$ cat src/rtl/program_loader_if.sv
`default_nettype none
// +----------------------------------------------------------------------+
// | program_loader_if : UART byte stream in, program-memory write out     |
// | Rev 1.0                                                               |
// +----------------------------------------------------------------------+
interface program_loader_if;
   logic        rx_valid;
   logic [7:0]  rx_data;
   logic        mem_write_enable;
   logic [31:0] mem_byte_address;
   logic [31:0] mem_write_data;
   logic        loader_active;
   logic        cpu_run;
   logic        load_error;

   // The loader is master of the memory write port and consumes rx bytes.
   modport master (
      input  rx_valid,
      input  rx_data,
      output mem_write_enable,
      output mem_byte_address,
      output mem_write_data,
      output loader_active,
      output cpu_run,
      output load_error
   );

   modport slave (
      output rx_valid,
      output rx_data,
      input  mem_write_enable,
      input  mem_byte_address,
      input  mem_write_data,
      input  loader_active,
      input  cpu_run,
      input  load_error
   );
endinterface
`default_nettype wire

$ cat src/rtl/program_loader.sv
`default_nettype none
// +----------------------------------------------------------------------+
// | program_loader : frames a UART program image, writes it to memory,    |
// | releases the core after a checksum-valid load.        Rev 1.0         |
// +----------------------------------------------------------------------+
module program_loader #(
   parameter int unsigned MAX_WORDS = 1024,
   parameter logic [31:0] BASE_ADDR = 32'h0000_0000
) (
   input  wire logic         clk,
   input  wire logic         reset,
   program_loader_if.master  bus
);

   localparam logic [7:0]  c_MAGIC     = 8'hA5;
   localparam logic [31:0] c_MAX_WORDS = 32'(MAX_WORDS);

   typedef enum logic [2:0] {
      WAIT_MAGIC = 3'd0,
      LEN_LO     = 3'd1,
      LEN_HI     = 3'd2,
      PAYLOAD    = 3'd3,
      CHECK      = 3'd4,
      RUN        = 3'd5,
      ERROR      = 3'd6
   } state_t;

   state_t      state_q;
   logic [1:0]  byte_cnt_q;
   logic [15:0] word_cnt_q;
   logic [15:0] len_q;
   logic [7:0]  chk_q;
   logic [23:0] asm_q;
   logic        mem_we_q;
   logic [31:0] mem_addr_q;
   logic [31:0] mem_data_q;
   logic        active_q;
   logic        run_q;
   logic        err_q;

   logic [15:0] len_d;
   logic [7:0]  chk_d;
   logic        last_word_d;

   assign len_d       = {bus.rx_data, len_q[7:0]};
   assign chk_d       = chk_q ^ bus.rx_data;
   assign last_word_d = ((word_cnt_q + 16'd1) == len_q);

   always_ff @(posedge clk) begin
      if (reset) begin
         state_q    <= WAIT_MAGIC;
         byte_cnt_q <= 2'd0;
         word_cnt_q <= 16'd0;
         len_q      <= 16'd0;
         chk_q      <= 8'd0;
         asm_q      <= 24'd0;
         mem_we_q   <= 1'b0;
         mem_addr_q <= BASE_ADDR;
         mem_data_q <= 32'd0;
         active_q   <= 1'b1;
         run_q      <= 1'b0;
         err_q      <= 1'b0;
      end else begin
         mem_we_q <= 1'b0;
         if (bus.rx_valid) begin
            case (state_q)
               WAIT_MAGIC, RUN, ERROR: begin
                  // A magic byte restarts a load from any idle state and
                  // immediately takes the core back into reset.
                  if (bus.rx_data == c_MAGIC) begin
                     state_q    <= LEN_LO;
                     chk_q      <= 8'd0;
                     byte_cnt_q <= 2'd0;
                     word_cnt_q <= 16'd0;
                     err_q      <= 1'b0;
                     run_q      <= 1'b0;
                     active_q   <= 1'b1;
                  end
               end
               LEN_LO: begin
                  len_q   <= {8'd0, bus.rx_data};
                  chk_q   <= chk_d;
                  state_q <= LEN_HI;
               end
               LEN_HI: begin
                  len_q <= len_d;
                  chk_q <= chk_d;
                  if ({16'd0, len_d} > c_MAX_WORDS) begin
                     state_q <= ERROR;
                     err_q   <= 1'b1;
                  end else if (len_d == 16'd0) begin
                     state_q <= CHECK;
                  end else begin
                     state_q <= PAYLOAD;
                  end
               end
               PAYLOAD: begin
                  chk_q <= chk_d;
                  if (byte_cnt_q == 2'd3) begin
                     mem_we_q   <= 1'b1;
                     mem_addr_q <= BASE_ADDR + {14'd0, word_cnt_q, 2'b00};
                     mem_data_q <= {bus.rx_data, asm_q};
                     word_cnt_q <= word_cnt_q + 16'd1;
                     byte_cnt_q <= 2'd0;
                     if (last_word_d) begin
                        state_q <= CHECK;
                     end
                  end else begin
                     // Shift right so byte k ends up in bits [8k+7:8k].
                     asm_q      <= {bus.rx_data, asm_q[23:8]};
                     byte_cnt_q <= byte_cnt_q + 2'd1;
                  end
               end
               CHECK: begin
                  if (bus.rx_data == chk_q) begin
                     state_q  <= RUN;
                     run_q    <= 1'b1;
                     active_q <= 1'b0;
                  end else begin
                     state_q <= ERROR;
                     err_q   <= 1'b1;
                  end
               end
               default: begin
                  state_q <= WAIT_MAGIC;
               end
            endcase
         end
      end
   end

   assign bus.mem_write_enable = mem_we_q;
   assign bus.mem_byte_address = mem_addr_q;
   assign bus.mem_write_data   = mem_data_q;
   assign bus.loader_active    = active_q;
   assign bus.cpu_run          = run_q;
   assign bus.load_error       = err_q;

endmodule
`default_nettype wire

$ cat src/flat_wrapper.sv
// flat-port wrapper written by rule: the top's interface ports become plain ports
module program_loader_flat 
#(
   parameter int unsigned MAX_WORDS = 1024,
   parameter logic [31:0] BASE_ADDR = 32'h0000_0000
)
  (clk, reset, bus_rx_valid, bus_rx_data, bus_mem_write_enable, bus_mem_byte_address, bus_mem_write_data, bus_loader_active, bus_cpu_run, bus_load_error);
  program_loader_if bus_i ();
  input  wire logic clk;
  input  wire logic reset;
  input wire logic [$bits(bus_i.rx_valid)-1:0] bus_rx_valid;
  input wire logic [$bits(bus_i.rx_data)-1:0] bus_rx_data;
  output wire logic [$bits(bus_i.mem_write_enable)-1:0] bus_mem_write_enable;
  output wire logic [$bits(bus_i.mem_byte_address)-1:0] bus_mem_byte_address;
  output wire logic [$bits(bus_i.mem_write_data)-1:0] bus_mem_write_data;
  output wire logic [$bits(bus_i.loader_active)-1:0] bus_loader_active;
  output wire logic [$bits(bus_i.cpu_run)-1:0] bus_cpu_run;
  output wire logic [$bits(bus_i.load_error)-1:0] bus_load_error;
  assign bus_i.rx_valid = bus_rx_valid;
  assign bus_i.rx_data = bus_rx_data;
  assign bus_mem_write_enable = bus_i.mem_write_enable;
  assign bus_mem_byte_address = bus_i.mem_byte_address;
  assign bus_mem_write_data = bus_i.mem_write_data;
  assign bus_loader_active = bus_i.loader_active;
  assign bus_cpu_run = bus_i.cpu_run;
  assign bus_load_error = bus_i.load_error;
  program_loader #(.MAX_WORDS(MAX_WORDS), .BASE_ADDR(BASE_ADDR)) u_core (.clk(clk), .reset(reset), .bus(bus_i));
endmodule
$ cat config.mk
export PLATFORM = sky130hd
export DESIGN_NAME = program_loader_flat
export DESIGN_NICKNAME = d
export VERILOG_FILES = /design/src/rtl/program_loader_if.sv /design/src/rtl/program_loader.sv /design/src/flat_wrapper.sv
export SDC_FILE = /design/constraint.sdc
export NUM_CORES = 1
export LEC_CHECK = 0
export CORE_MARGIN = 5
export CORE_UTILIZATION = 45
export DETAILED_ROUTE_END_ITERATION = 12
export PLACE_DENSITY = 0.74
export SLEW_MARGIN = 25
export SYNTH_ARGS = -nofsm -noshare
export SYNTH_HDL_FRONTEND = slang
export SYNTH_SLANG_ARGS = --single-unit
$ cat constraint.sdc
create_clock -name clk -period 3.8 [get_ports clk]
set_input_delay 0.95 -clock clk [delete_from_list [all_inputs] [get_ports clk]]
set_output_delay 0.95 -clock clk [all_outputs]
set_load 0.01 [all_outputs]
==> flow_results.xml, run 1 <==
<?xml version="1.0" encoding="UTF-8"?>
<metrics>
  <group name="run_status">
    <metric name="run_status" unit="">complete, no violations</metric>
  </group>
  <group name="drt">
    <metric name="drt_drc_violations_left" unit="">0</metric>
    <metric name="post_drt_via_cell_ratio" unit="">5.34</metric>
    <metric name="dr_total_vias" unit="">5052</metric>
    <metric name="route.final.wire_length" unit="um">13900</metric>
    <metric name="drt-wirelength-per-cell" unit="um">14.7</metric>
    <metric name="route.antenna.remaining_nets" unit="">0</metric>
    <metric name="dr.first_iter.drc_count" unit="">421</metric>
    <metric name="detail_route.first_pass.iterations" unit="">5</metric>
  </group>
  <group name="die">
    <metric name="core_box_area" unit="um^2">12100</metric>
    <metric name="die_w" unit="um">121</metric>
    <metric name="row_count" unit="">40</metric>
    <metric name="start_util" unit="%">45.9</metric>
    <metric name="io-pin-count" unit="">79</metric>
    <metric name="die_h" unit="um">121</metric>
    <metric name="floorplan.die_area" unit="um^2">14600</metric>
  </group>
  <group name="synth">
    <metric name="synth.ff_latch_count" unit="">121</metric>
    <metric name="synth.distinct_cells" unit="">54</metric>
    <metric name="sequential_share_of_the_synthesized_area" unit="%">43.8</metric>
    <metric name="asyncSetResetFlopFracSynth" unit="%">0</metric>
    <metric name="synthCells" unit="">731</metric>
    <metric name="yosysWarningCount" unit="">0</metric>
    <metric name="synth_edf_count" unit="">0</metric>
    <metric name="synthesis.area" unit="um^2">5540</metric>
    <metric name="synth_area_per_cell" unit="um^2">7.57</metric>
    <metric name="predominant_post_synthesis_flop_cell" unit="">dfxtp_1</metric>
  </group>
  <group name="placed_design">
    <metric name="buffer_ports.inserted" unit="">62</metric>
    <metric name="dp_hpwl" unit="um">9280</metric>
    <metric name="placed_cells" unit="">916</metric>
    <metric name="gp_congestion" unit="">0.934</metric>
  </group>
  <group name="timing">
    <metric name="timing.setup.tns" unit="ps">0</metric>
    <metric name="timing.final.setup_violations" unit="">0</metric>
    <metric name="timing.final.max_slew_violations" unit="">0</metric>
    <metric name="hold_viol" unit="">0</metric>
    <metric name="timing.final.crit_period" unit="ps">3160</metric>
    <metric name="clock_tree_skew_after_final_layout" unit="ps">8.60</metric>
    <metric name="setup_repair_after_global_routing_missed_its_margin" unit="">false</metric>
    <metric name="maxSlewHeadroom" unit="%">40.6</metric>
    <metric name="holdWs" unit="ps">452</metric>
    <metric name="maxClockFrequency" unit="GHz">0.317</metric>
    <metric name="min_period_over_period" unit="%">83.0</metric>
    <metric name="worst_slew_pin_slew" unit="ps">884</metric>
  </group>
  <group name="clock_tree">
    <metric name="cts_tree" unit="">done</metric>
    <metric name="postCtsSetupRepairBufs" unit="">0</metric>
    <metric name="clock_pin_slew_on_the_worst_setup_and_hold_paths" unit="ps">50</metric>
    <metric name="clock_latency" unit="ps">410</metric>
    <metric name="cts_buffers" unit="">17</metric>
    <metric name="root_driver" unit="">clkbuf_16</metric>
    <metric name="cts_repair_resize_count" unit="">0</metric>
    <metric name="holdBufCountCts" unit="">0</metric>
    <metric name="tritoncts_num_sinks" unit="">121</metric>
    <metric name="cts-root-to-sink-buffers" unit="">2</metric>
    <metric name="cts.htree.levels" unit="">4</metric>
  </group>
  <group name="worst_setup_path">
    <metric name="worstReg2RegStart" unit="">u_core.word_cnt_q[0]</metric>
    <metric name="timing.critical_path.to" unit="">u_core.state_q[1]</metric>
    <metric name="r2r-end" unit="">u_core.state_q[1]</metric>
    <metric name="timing.critical_path.to_type" unit="">flop</metric>
    <metric name="r2r_slack" unit="ps">890</metric>
    <metric name="worst_setup_path_startpoint" unit="">bus_rx_data[2]</metric>
    <metric name="cp.required" unit="ps">4100</metric>
    <metric name="critical_path.startpoint_type" unit="">input pin</metric>
    <metric name="r2r.worst_path.cells" unit="">8</metric>
    <metric name="critical_path_class" unit="">in -&gt; reg</metric>
    <metric name="critical_path.max_fanout" unit="">11</metric>
    <metric name="arrival" unit="ps">3460</metric>
  </group>
  <group name="final_layout">
    <metric name="fraction_of_final_layout_cells_with_drive_strength_greater_than_1" unit="%">7.20</metric>
    <metric name="layout.nets" unit="">780</metric>
    <metric name="multiInputGateArea" unit="um^2">2800</metric>
    <metric name="seq_area" unit="um^2">2420</metric>
    <metric name="antenna_cells" unit="">0</metric>
    <metric name="most_common_cell_after_layout_fill_and_taps_aside" unit="">nand2_1</metric>
    <metric name="fillers" unit="">1102</metric>
    <metric name="final_cell_mix" unit="">nand2_1, dfxtp_1, a21oi_1</metric>
    <metric name="final_cells" unit="">946</metric>
    <metric name="area_delta_synth_final" unit="%">22.3</metric>
  </group>
  <group name="power">
    <metric name="power-per-cell-area" unit="nW/um^2">492</metric>
    <metric name="post-layout-total-power" unit="W">0.00333</metric>
    <metric name="total_leakage_power" unit="nW">2.25</metric>
    <metric name="worst_ir_drop_vdd" unit="V">0.000299</metric>
  </group>
  <group name="grt">
    <metric name="first_global_vias" unit="">4787</metric>
    <metric name="first_pass_grt_wire_length" unit="um">22900</metric>
    <metric name="grtUsageTotal" unit="%">19.4</metric>
    <metric name="antenna_found_initial" unit="">0</metric>
    <metric name="globalRouteOverflowTotal" unit="">0</metric>
    <metric name="maximum_number_of_pins_on_one_net_before_global_route_repair" unit="">69</metric>
  </group>
  <group name="min_path">
    <metric name="worst_hold_path_type" unit="">reg -&gt; reg</metric>
  </group>
  <group name="job">
    <metric name="max_cap_viol_count" unit="">0</metric>
  </group>
</metrics>
-- through the flow --
stage	utilization (%)	setup slack, ps	instance area [um^2]
finish	56.1	645	6770
global route	56.1	389	6770
CTS	56.1	737	6770
detailed placement	51.3	293	6180
global placement	51.3	380	6180
floorplan	-	987	5590
-- cell families (layout without fill, tap and decap cells) --
kind of cell / count (synthesis) / after routing / synth area share [%]
buf+inv: 77 / 109 / 6.82
compound gates: 171 / 171 / 16.8
other cells: 1 / 16 / 0.0677
simple gates: 326 / 326 / 26.8
xor+xnor: 30 / 30 / 4.75
flops: 121 / 121 / 43.8
mux: 3 / 3 / 0.542
fa+ha+maj: 2 / 2 / 0.452
-- how the worst min path moves through the flow --
stage                                    start                               to  slack (ps)  depth (start not counted)
2_1_floorplan                  u_core.asm_q[0]     u_core.bus.mem_write_data[0]         430                          2
3_3_place_gp                   u_core.asm_q[0]     u_core.bus.mem_write_data[0]         440                          2
3_5_place_dp                   u_core.asm_q[4]     u_core.bus.mem_write_data[4]         450                          2
4_1_cts         u_core.bus.mem_byte_address[2]   u_core.bus.mem_byte_address[2]         460                          2
5_1_grt           u_core.bus.mem_write_data[2]     u_core.bus.mem_write_data[2]         470                          2
6_report       u_core.bus.mem_byte_address[17]  u_core.bus.mem_byte_address[17]         450                          2
-- cell usage after synthesis, types with 3 or more instances --
cell | instances | share of area (%)
xnor2_1 | 17 | 2.7
nand2b_1 | 5 | 0.56
and2_1 | 6 | 0.68
mux2i_1 | 3 | 0.54
nor2b_1 | 5 | 0.56
nand4_1 | 6 | 0.68
and3_1 | 3 | 0.34
nand3b_1 | 15 | 2.0
a31oi_1 | 3 | 0.34
buf_4 | 17 | 2.3
xor2_1 | 13 | 2.1
nor2_1 | 36 | 2.4
clkbuf_1 | 36 | 2.4
nand2_1 | 200 | 14
buf_2 | 14 | 1.3
nor3_1 | 9 | 0.81
dfxtp_1 | 121 | 44
nand3_1 | 17 | 1.5
buf_1 | 5 | 0.34
nor4_1 | 5 | 0.56
or3_1 | 6 | 0.68
a21oi_1 | 120 | 11
o21ai_0 | 27 | 2.4
-- sequential cells by signal (all words and copies together) (netlist names) --
name	flops
u_core.bus.mem_write_data	32
u_core.asm_q	24
u_core.bus.mem_byte_address	16
u_core.len_q	16
u_core.word_cnt_q	16
u_core.chk_q	8
u_core.state_q	3
u_core.byte_cnt_q	2
u_core.bus.cpu_run	1
u_core.bus.load_error	1
u_core.bus.loader_active	1
u_core.bus.mem_write_enable	1
-- layer usage --
layer	share of wire, %	wire (um)	up-vias	GRT usage (%)
li1	-	-	2502	-
met5	0	0	-	0
met4	1.9	266	0	7.08
met3	6.1	849	25	5.22
met2	48	6670	167	32.1
met1	44	6090	2358	24.3
-- critical path, cell delays in order --
cell and delay (ps):
clkdlybuf4s50_1 810, nand4_1 170, nor4b_2 330, a31oi_1 130, a41o_1 240, a2111oi_2 320, nand4_1 250, o21a_1 250
-- power breakdown --
| part | total, W | switching, W | internal (W) | leakage (nW) |
|---|---|---|---|---|
| sequential | 0.00136 | 0.0000520 | 0.00131 | 0.975 |
| clock | 0.00156 | 0.000541 | 0.00102 | 0.277 |
| combinational | 0.000406 | 0.000254 | 0.000152 | 0.998 |
| total | 0.00333 | 0.000847 | 0.00248 | 2.25 |
-- area by class of cell --
type,instances,share of cell area (%)
inverter,4,0.222
sequential,121,35.8
clock inverter,7,1.37
timing repair buffer,75,10.9
multi-input combinational,548,41.4
clock buffer,23,7.21
tap,168,3.11
(Power assumes the default switching activity.)
==> inputs of run 2 (changes only) <==
==> constraint.sdc (replaced) <==
create_clock -name clk -period 3.21 [get_ports clk]
set_input_delay 0.8025 -clock clk [delete_from_list [all_inputs] [get_ports clk]]
set_output_delay 0.8025 -clock clk [all_outputs]
set_load 0.01 [all_outputs]
==> run 2 against run 1 <==
- power rose by 21%
- critical path type unchanged
- clock power up 24%
- combinational power is 22% higher
- die area is the same
- cell area increased by 1.3%
==> flow_results.xml, run 2 (synthesis results as in run 1) <==
<?xml version="1.0" encoding="UTF-8"?>
<metrics>
  <group name="power">
    <metric name="power-per-cell-area" unit="nW/um^2">589</metric>
    <metric name="post-layout-total-power" unit="W">0.00404</metric>
    <metric name="worst_ir_drop_vdd" unit="V">0.000288</metric>
    <metric name="total_leakage_power" unit="nW">2.31</metric>
  </group>
  <group name="final_layout">
    <metric name="final_cell_mix" unit="">nand2_1, dfxtp_1, a21oi_1</metric>
    <metric name="area_delta_synth_final" unit="%">23.9</metric>
    <metric name="design_area" unit="um^2">6860</metric>
    <metric name="largest_register_ffs" unit="">32</metric>
    <metric name="most_common_cell_after_layout_fill_and_taps_aside" unit="">nand2_1</metric>
    <metric name="post-route-util" unit="%">56.9</metric>
    <metric name="layout.nets" unit="">790</metric>
    <metric name="fraction_of_final_layout_cells_with_drive_strength_greater_than_1" unit="%">8.37</metric>
    <metric name="antenna_cells" unit="">0</metric>
    <metric name="fillers" unit="">1100</metric>
  </group>
  <group name="timing">
    <metric name="timing.final.crit_period" unit="ps">2950</metric>
    <metric name="timing.setup.tns" unit="ps">0</metric>
    <metric name="clock_tree_skew_after_final_layout" unit="ps">5.57</metric>
    <metric name="worst_slew_pin_slew" unit="ps">757</metric>
    <metric name="hold_viol" unit="">0</metric>
    <metric name="maxSlewHeadroom" unit="%">49.5</metric>
    <metric name="timing.final.max_slew_violations" unit="">0</metric>
    <metric name="maxClockFrequency" unit="GHz">0.339</metric>
    <metric name="min_period_over_period" unit="%">91.8</metric>
    <metric name="timing.final.setup_violations" unit="">0</metric>
    <metric name="setup_repair_after_global_routing_missed_its_margin" unit="">false</metric>
  </group>
  <group name="clock_tree">
    <metric name="clock_latency" unit="ps">410</metric>
    <metric name="cts-root-to-sink-buffers" unit="">2</metric>
    <metric name="postCtsSetupRepairBufs" unit="">0</metric>
    <metric name="cts_buffers" unit="">17</metric>
    <metric name="holdBufCountCts" unit="">0</metric>
    <metric name="clock_pin_slew_on_the_worst_setup_and_hold_paths" unit="ps">50</metric>
    <metric name="root_driver" unit="">clkbuf_16</metric>
    <metric name="cts_tree" unit="">done</metric>
    <metric name="tritoncts_num_sinks" unit="">121</metric>
    <metric name="cts.htree.levels" unit="">4</metric>
    <metric name="cts_repair_resize_count" unit="">0</metric>
  </group>
  <group name="worst_setup_path">
    <metric name="critical_path.startpoint_type" unit="">input pin</metric>
    <metric name="worstReg2RegStart" unit="">u_core.word_cnt_q[1]</metric>
    <metric name="r2r.worst_path.cells" unit="">8</metric>
    <metric name="critical_path.max_fanout" unit="">3</metric>
    <metric name="timing.critical_path.to" unit="">u_core.state_q[1]</metric>
    <metric name="critical_path_class" unit="">in -&gt; reg</metric>
    <metric name="arrival" unit="ps">3260</metric>
    <metric name="r2r-end" unit="">u_core.state_q[1]</metric>
    <metric name="r2r_slack" unit="ps">480</metric>
    <metric name="worst_setup_path_startpoint" unit="">bus_rx_data[3]</metric>
    <metric name="cp.required" unit="ps">3520</metric>
    <metric name="timing.critical_path.to_type" unit="">flop</metric>
  </group>
  <group name="drt">
    <metric name="dr_wl_met3" unit="um">715</metric>
    <metric name="met2_wirelength" unit="um">6430</metric>
    <metric name="route.final.wire_length" unit="um">13600</metric>
    <metric name="wirelength_met1" unit="um">6270</metric>
    <metric name="dr_total_vias" unit="">5067</metric>
    <metric name="drt-wirelength-per-cell" unit="um">14.3</metric>
    <metric name="post_drt_via_cell_ratio" unit="">5.29</metric>
    <metric name="route.antenna.remaining_nets" unit="">0</metric>
    <metric name="detail_route.first_pass.iterations" unit="">5</metric>
    <metric name="dr.first_iter.drc_count" unit="">403</metric>
    <metric name="drt_drc_violations_left" unit="">0</metric>
    <metric name="dr.max_layer_used" unit="">met4</metric>
  </group>
  <group name="grt">
    <metric name="first_global_vias" unit="">4467</metric>
    <metric name="grtUsageTotal" unit="%">18.8</metric>
    <metric name="globalRouteOverflowTotal" unit="">0</metric>
    <metric name="maximum_number_of_pins_on_one_net_before_global_route_repair" unit="">63</metric>
    <metric name="antenna_found_initial" unit="">0</metric>
    <metric name="first_pass_grt_wire_length" unit="um">22100</metric>
  </group>
  <group name="placed_design">
    <metric name="dp_hpwl" unit="um">9300</metric>
    <metric name="buffer_ports.inserted" unit="">62</metric>
    <metric name="gp_congestion" unit="">0.854</metric>
    <metric name="placed_area" unit="um^2">6250</metric>
  </group>
  <group name="die">
    <metric name="row_count" unit="">40</metric>
    <metric name="io-pin-count" unit="">79</metric>
    <metric name="start_util" unit="%">45.9</metric>
    <metric name="die_w" unit="um">121</metric>
    <metric name="die_h" unit="um">121</metric>
    <metric name="floorplan.die_area" unit="um^2">14600</metric>
    <metric name="core_box_area" unit="um^2">12100</metric>
  </group>
  <group name="job">
    <metric name="max_cap_viol_count" unit="">0</metric>
  </group>
  <group name="min_path">
    <metric name="worst_hold_path_type" unit="">reg -&gt; reg</metric>
  </group>
  <group name="run_status">
    <metric name="run_status" unit="">complete, no violations</metric>
  </group>
</metrics>
run 2: through the flow:
| stage | setup slack, ps | std cells | hold slack, ps |
|---|---|---|---|
| 2_1_floorplan | 545 | 746 | 432 |
| 3_3_place_gp | 25.2 | 926 | 443 |
| 3_5_place_dp | -101 | 926 | 444 |
| 4_1_cts | 337 | 957 | 452 |
| 5_1_grt | 226 | 957 | 470 |
| 6_report | 263 | 957 | 450 |
run 2: area by class of cell:
cell class / count / area [um^2] / area share (%)
tap: 168 / 210 / 3.07
inverter: 4 / 15.0 / 0.219
sequential: 121 / 2420 / 35.3
clock inverter: 7 / 115 / 1.68
clock buffer: 24 / 492 / 7.17
timing repair buffer: 85 / 803 / 11.7
multi-input combinational: 548 / 2800 / 40.8
run 2: how the worst min path moves through the flow:
stage	to	cells past startpoint	slack (ps)	from
after CTS	u_core.bus.mem_write_data[0]	2	450	u_core.asm_q[0]
after detailed placement	u_core.bus.mem_write_data[0]	2	440	u_core.asm_q[0]
after global routing	u_core.asm_q[3]	2	470	u_core.asm_q[3]
after global placement	u_core.bus.mem_write_data[3]	2	440	u_core.asm_q[3]
after floorplan	u_core.bus.mem_write_data[0]	2	430	u_core.asm_q[0]
final	u_core.bus.mem_byte_address[4]	2	450	u_core.bus.mem_byte_address[4]
run 2: report_power, final:
group          total, W  internal [W]  switching [W]
Combinational  0.000497      0.000194       0.000304
Sequential      0.00161       0.00155      0.0000616
Clock           0.00193       0.00129       0.000640
run 2: worst max-delay path: stages:
cell             delay [ps]
clkdlybuf4s50_1         460
or3_4                   410
nor4b_2                 400
a31oi_1                 120
a41o_1                  230
a2111oi_2               320
nand4_1                 260
o21a_1                  250
run 2: per-layer routing:
| layer | vias up | track usage (%) |
|---|---|---|
| li1 | 2527 | - |
| met1 | 2360 | 25.8 |
| met2 | 159 | 28.4 |
| met3 | 21 | 4.94 |
| met4 | 0 | 6.87 |
| met5 | - | 0 |
